## src/rtl/hwpe_stream_tcdm_load_buffer.sv

```systemverilog
// -----------------------------------------------------------------------------
// hwpe_stream_tcdm_load_buffer
//
// Per-channel TCDM decoupling stage sitting between a streamer-side master and
// one input port of the TCDM multiplexer. Requests are forwarded unchanged;
// read responses (fixed one-cycle TCDM latency) are captured into a small
// local FIFO that the consumer drains with valid/ready. Reads are only issued
// while a free FIFO slot is guaranteed, so the FIFO can never overflow even
// when the consumer applies backpressure.
//
// Ports
//   clk_i, rst_ni        clock, synchronous active-low reset
//   clear_i              synchronous soft clear (same effect as reset)
//   in_*                 upstream TCDM request (req/add/wen/be/data, gnt back)
//   out_*                request to the mux (req/add/wen/be/data, gnt in)
//   out_r_data_i/valid_i TCDM read response from the mux
//   resp_valid_o/data_o  FIFO head towards the consumer
//   resp_ready_i         consumer pop
//   credits_o            free read credits (FIFO slots not yet claimed)
//   err_o                sticky flag: response arrived with no read pending
// -----------------------------------------------------------------------------
module hwpe_stream_tcdm_load_buffer #(
    parameter int unsigned FIFO_DEPTH = 4,  // power of 2, >= 2
    parameter int unsigned ADDR_WIDTH = 32,
    parameter int unsigned DATA_WIDTH = 32
) (
    input  logic                            clk_i,
    input  logic                            rst_ni,
    input  logic                            clear_i,

    input  logic                            in_req_i,
    input  logic [ADDR_WIDTH-1:0]           in_add_i,
    input  logic                            in_wen_i,
    input  logic [DATA_WIDTH/8-1:0]         in_be_i,
    input  logic [DATA_WIDTH-1:0]           in_data_i,
    output logic                            in_gnt_o,

    output logic                            out_req_o,
    output logic [ADDR_WIDTH-1:0]           out_add_o,
    output logic                            out_wen_o,
    output logic [DATA_WIDTH/8-1:0]         out_be_o,
    output logic [DATA_WIDTH-1:0]           out_data_o,
    input  logic                            out_gnt_i,
    input  logic [DATA_WIDTH-1:0]           out_r_data_i,
    input  logic                            out_r_valid_i,

    output logic                            resp_valid_o,
    output logic [DATA_WIDTH-1:0]           resp_data_o,
    input  logic                            resp_ready_i,

    output logic [$clog2(FIFO_DEPTH):0]     credits_o,
    output logic                            err_o
);

    localparam int unsigned PTR_W = $clog2(FIFO_DEPTH);
    localparam int unsigned CNT_W = PTR_W + 1;

    // -------------------------------------------------------------------------
    // State
    // -------------------------------------------------------------------------
    logic [CNT_W-1:0]      r_count;
    logic [PTR_W-1:0]      r_wr_ptr;
    logic [PTR_W-1:0]      r_rd_ptr;
    logic                  r_pending;   // one read granted last cycle, response due now
    logic                  r_err;
    logic [DATA_WIDTH-1:0] r_mem [FIFO_DEPTH];

    logic [CNT_W-1:0]      w_credits;
    logic                  w_has_credit;
    logic                  w_push;
    logic                  w_pop;
    logic                  w_spurious;
    logic [CNT_W-1:0]      w_count_nxt;

    // -------------------------------------------------------------------------
    // Credits: derived from registered state only, so a pop in this cycle
    // frees its slot next cycle and resp_ready_i never reaches out_req_o.
    // -------------------------------------------------------------------------
    assign w_credits    = CNT_W'(FIFO_DEPTH) - r_count - CNT_W'(r_pending);
    assign w_has_credit = (w_credits != '0);
    assign credits_o    = w_credits;

    // -------------------------------------------------------------------------
    // Request path. Writes bypass the credit check; nothing is issued while
    // reset or clear is active, so no response can be in flight afterwards.
    // -------------------------------------------------------------------------
    assign out_add_o  = in_add_i;
    assign out_wen_o  = in_wen_i;
    assign out_be_o   = in_be_i;
    assign out_data_o = in_data_i;

    assign out_req_o  = in_req_i & rst_ni & ~clear_i & (~in_wen_i | w_has_credit);
    assign in_gnt_o   = out_req_o & out_gnt_i;

    // -------------------------------------------------------------------------
    // Response FIFO control
    // -------------------------------------------------------------------------
    assign resp_valid_o = (r_count != '0);
    assign resp_data_o  = r_mem[r_rd_ptr];

    assign w_push     = out_r_valid_i &  r_pending & ~clear_i;
    assign w_spurious = out_r_valid_i & ~r_pending & ~clear_i;
    assign w_pop      = resp_valid_o & resp_ready_i;

    // NOTE: every combinational output gets a default first, so no path can
    // leave it unassigned and infer a latch.
    always_comb begin
        w_count_nxt = r_count;
        if (w_push && !w_pop) begin
            w_count_nxt = r_count + CNT_W'(1);
        end else if (!w_push && w_pop) begin
            w_count_nxt = r_count - CNT_W'(1);
        end
    end

    // NOTE: sequential state uses non-blocking assignments so every register
    // samples the pre-edge values regardless of block evaluation order.
    always_ff @(posedge clk_i) begin
        if (!rst_ni || clear_i) begin
            r_count   <= '0;
            r_wr_ptr  <= '0;
            r_rd_ptr  <= '0;
            r_pending <= 1'b0;
            r_err     <= 1'b0;
        end else begin
            r_count   <= w_count_nxt;
            r_pending <= in_gnt_o & in_wen_i;
            if (w_push) begin
                r_wr_ptr <= r_wr_ptr + PTR_W'(1);  // wraps: depth is a power of 2
            end
            if (w_pop) begin
                r_rd_ptr <= r_rd_ptr + PTR_W'(1);
            end
            if (w_spurious) begin
                r_err <= 1'b1;
            end
        end
    end

    // NOTE: the storage array has no reset; entries are only observable once
    // written, because resp_valid_o is driven by the reset count.
    always_ff @(posedge clk_i) begin
        if (rst_ni && w_push) begin
            r_mem[r_wr_ptr] <= out_r_data_i;
        end
    end

    assign err_o = r_err;

endmodule
```

## config.mk

```make
export PLATFORM = sky130hd
export DESIGN_NAME = hwpe_stream_tcdm_load_buffer
export DESIGN_NICKNAME = d
export VERILOG_FILES = /design/src/rtl/hwpe_stream_tcdm_load_buffer.sv
export SDC_FILE = /design/constraint.sdc
export NUM_CORES = 1
export LEC_CHECK = 0
export ABC_AREA = 1
export CAP_MARGIN = 20
export CORE_MARGIN = 3
export CORE_UTILIZATION = 48
export CTS_BUF_LIST = sky130_fd_sc_hd__clkbuf_16
export CTS_CLUSTER_DIAMETER = 150
export DETAILED_ROUTE_END_ITERATION = 12
export MAX_ROUTING_LAYER = met4
export PLACE_DENSITY_LB_ADDON = 0.05
export SLEW_MARGIN = 5
export SYNTH_ARGS = -nofsm -noshare
export SYNTH_HDL_FRONTEND = slang
export SYNTH_SLANG_ARGS = --single-unit
```

## constraint.sdc

```tcl
create_clock -name clk_i -period 4.9 [get_ports clk_i]
set_clock_uncertainty 0.2 [all_clocks]
set_input_delay 0.98 -clock clk_i [delete_from_list [all_inputs] [get_ports clk_i]]
set_output_delay 0.98 -clock clk_i [all_outputs]
set_load 0.02 [all_outputs]
```

# Word level (Yosys, flattened, before mapping)
# Memory sizes are Yosys's and may differ from the RTL's. A register that Yosys moved wholly into a read port is not among the register bits.
# Index checks and enable logic that the tools add are counted.
dict set report totals {
  out_inout_bits 108
  inputBits 108
  reg_bits 9
  ram_bits 128
  word_cells 42
  n_memories 1
}
dict set report op_classes {
  addsub 6
  reduce_logical 10
  muxes 6
  n_bitwise 14
}
# memory depth width rd rd_ports_with_merged_regs write_ports line
set mem_list {}
lappend mem_list {r_mem 4 32 1 1 1 66} ;# logic [DATA_WIDTH-1:0] r_mem [FIFO_DEPTH];
# cell count
set ops {}
lappend ops {{AND 1 bit} 10}
lappend ops {{two-way mux 3 bit} 2}
lappend ops {{nonzero test 3 bit} 2}
lappend ops {{adder 2 x 1 -> 2 bit (second input constant)} 2}
lappend ops {{two-way mux 2 bit} 2}
lappend ops {{adder 3 x 1 -> 3 bit (second input constant)} 1}
lappend ops {{logical AND 1 bit} 3}
lappend ops {{logical NOT 1 bit} 3}
lappend ops {{NOT 1 bit} 3}
lappend ops {{subtractor 3 x 1 -> 3 bit} 1}
lappend ops {{subtractor 3 x 1 -> 3 bit (second input constant)} 1}
lappend ops {{subtractor 3 bit (first input constant)} 1}
lappend ops {{two-way mux 1 bit} 2}
lappend ops {{nonzero test 2 bit} 1}
lappend ops {{logical OR 1 bit} 1}
lappend ops {{OR 1 bit} 1}

# Logic depth before layout (Yosys ltp)
dict set report depth {
  ltp_word 7
  mapped_depth 12
  ltp_nobuf 12
}

# Worst setup path after synthesis
# Ideal clock, no wire load.
dict set report synth_path {
  path_type {in2reg}
  startpoint {input port rst_ni}
  endpoint {memory r_mem[0][0] (enable)}
  path_buffers 0
  path_stages 4
  arrival_time_ns 2.742
  slack_ns 1.537
  setup_time_ns 0.421
  required_time_ns 4.279
  cell_sequence {inv_1 nor2_1 nand2_1 nor2_1}
}
dict set report synth_between {
  elab_chain_cells 3
}
# item line
set synth_rtl {}
lappend synth_rtl {{start, declared} 28} ;# input logic rst_ni,
lappend synth_rtl {{logical AND 1 bit} 143} ;# if (rst_ni && w_push) begin
lappend synth_rtl {{two-way mux 1 bit} 143}
lappend synth_rtl {{two-way mux 1 bit (not written as such)} 144} ;# r_mem[r_wr_ptr] <= out_r_data_i;
lappend synth_rtl {{end, declared} 66}
# Every way passes these cells.

==> flow_summary.yaml <==
sta:
  tns_ps: 0
  maxSlewHeadroom_pct: 45.6
  slew_violations: 0
  fmax_ghz: 0.257
  finalSetupViolCount: 0
  hold_viol: 0
  whs_ps: 291
  finalCritPeriodShare_pct: 79.4
  rsz0062_at_grt: "false"
  period_needed_ps: 3890
  worst_pin_slew_ps: 815
placement:
  port_buffers: 79
  hpwlAfterDp_um: 8850
  placed_cell_area_um2: 6290
  routabilityCongestion: 0.754
drt:
  wl_per_cell_um: 21.5
  ant_nets: 0
  vias_per_cell: 5.36
  drt_iter0_markers: 238
  vias: 3428
  finalWirelength_um: 13700
  drc: 0
  firstDrtPassIters: 4
synth:
  syn-cell-area_um2: 5920
  synthDistinctLibCells: 21
  avgSynthCellArea_um2: 12.6
  syn_nets: 584
  syn-instance-count: 468
  ys_top_cells_by_area: "edfxtp_1 (65%), buf_4 (9.1%), nor2_1 (4.9%)"
  synth-seq-cells: 139
  synth_seq_area_share_pct: 68.7
  yosysWarnings: 0
  synth_top_area_share_pct: 65.0
  synth_top_area_cell: "edfxtp_1"
floorplan:
  fp.dieH_um: 117
  pin_count: 216
  coreArea_um2: 11700
  die-area_um2: 13700
  rows: 39
  start_util_pct: 50.5
  fp.dieW_um: 117
power:
  power.static_leakage_uw: 0.00232
  vdd_drop_max_mv: 0.304
  power_density_nw_per_um2: 363
critical_path:
  rrSetupSlack_ps: 2930
  crit_path_cell_trace: "inv_2 -> o21ai_0 -> o22ai_1 -> clkdlybuf4s50_1"
  cp_data_arrival_time_ps: 2710
  cp_slowest_cell: "clkdlybuf4s50_1"
  crit_fanout: 32
  rr_startpoint: "r_count[1]"
  cp-end-kind: "output port"
  slowest_delay_ps: 670
  critPathBufInv: 2
  cp_top_family: "buffers and inverters"
  start_kind: "flop"
  path_class: "flop to output port"
  crit_required_ps: 3720
finish:
  n_fill_cell: 951
  drive_gt1_share_pct: 7.24
  fin_area_um2: 6810
  nNetsFinal: 600
  synthToLayoutAreaGrowth_pct: 15.0
  antenna_cells: 0
clock_tree:
  path_clk_slew_ps: 50
  root_buffer: "clkbuf_16"
  cts_hold_buf: 0
  clock_latency_ps: 400
  cts_tree: "yes"
  cts_max_path_buffers: 2
  htreeDepth: 4
  cts_setup_buffers: 0
  post_cts_resized: 0
  cts_made_buffers: 17
  clock_sinks: 139
grt:
  grt_usage_pct: 20.4
  grt_max_degree: 65
  grt_pass1_wl_um: 19400
  first_global_vias: 3286
  grt-ovfl-total: 0
  antenna_found_initial: 0
min_path:
  hp-start: "err_o"
  min_path_type: "flop to flop"
status:
  status: "completed"
job:
  drv_cap: 0
-- cell usage after synthesis --
cell type    n
nand2_1     18
a21oi_1      7
edfxtp_1   128
nor2_1      78
clkbuf_1     1
buf_2        6
o22ai_1     32
buf_6        9
ha_1         7
dfxtp_1     11
nand3_1      3
fa_1         1
nand3b_1     1
buf_4       72
nor3_1       1
nand4_1      1
inv_1       21
o21ai_0     41
inv_2        1
inv_8        1
o21ai_1     28
-- worst paths after layout --
check / endpoint / depth (start not counted)
worst max register to register: r_count[2] / 12
worst min register to register: err_o / 2
worst min-delay path: err_o / 2
worst max-delay path: resp_data_o[1] / 4
-- per-layer routing --
layer  track usage, %  share of wire [%]  vias to the layer above
met3             6.48                7.7                       34
met2             32.8                 52                      137
met1             23.3                 37                     1623
met4             9.79                3.2                        0
li1                 -                  -                     1634
met5                -                  0                        -
-- kinds of logic (layout without fill, tap and decap cells) --
family,after synthesis,after routing,synth area share (%)
simple gates,102,102,6.66
fa+ha+maj,8,8,1.82
compound gates,108,108,9.81
flops,139,139,68.7
buf+inv,111,140,13.0
-- sequential cells by signal, indices dropped and copies added, names as in the netlist, named ones only --
name	flops
r_rd_ptr	2
r_count	3
r_wr_ptr	2
r_mem	128
err_o	1
r_pending	1
-- layout make-up --
class,instances,area [um2],area share (%)
sequential,139,4070,59.7
multi-input combinational,218,1100,16.2
timing repair buffer,85,848,12.5
clock buffer,17,425,6.25
tap,143,179,2.63
inverter,23,93.8,1.38
clock inverter,15,91.3,1.34
-- report_power, final --
part | total [uW] | internal [uW] | switching, uW
registers | 1300 | 1300 | 1.02
logic | 67.8 | 37.4 | 30.3
clock network | 1110 | 675 | 433
-- placed cells by master, fill, tap and decap left out --
master	count
buf_12	1
nand4_1	1
a21oi_1	7
ha_1	7
nand2_1	18
o21ai_1	28
o21ai_0	41
nand3b_1	1
nor2_4	2
nor3_1	1
clkinvlp_4	1
clkinv_2	4
bufinv_16	1
nor2_1	74
clkbuf_16	17
nor2_2	2
dfxtp_2	1
inv_2	1
inv_1	23
dfxtp_1	10
o22ai_1	32
inv_8	1
buf_4	5
nand3_1	3
fa_1	1
clkdlybuf4s50_1	79
clkinv_1	7
edfxtp_1	128
-- tightest hold or removal path: stages, from the launching register on --
cell and delay, ps:
dfxtp_1 340, a21oi_1 50, nor2_1 70
-- stage by stage --
stage	setup slack [ps]	power (uW)	util, %	cells
4_1_cts	981	2500	58.1	640
3_5_place_dp	1280	1390	53.7	608
5_1_grt	911	2560	58.1	640
3_3_place_gp	1280	1390	53.7	608
6_report	1010	2470	58.1	640
2_1_floorplan	1540	1420	-	468
No activity file was read; power rests on OpenSTA's default activity.
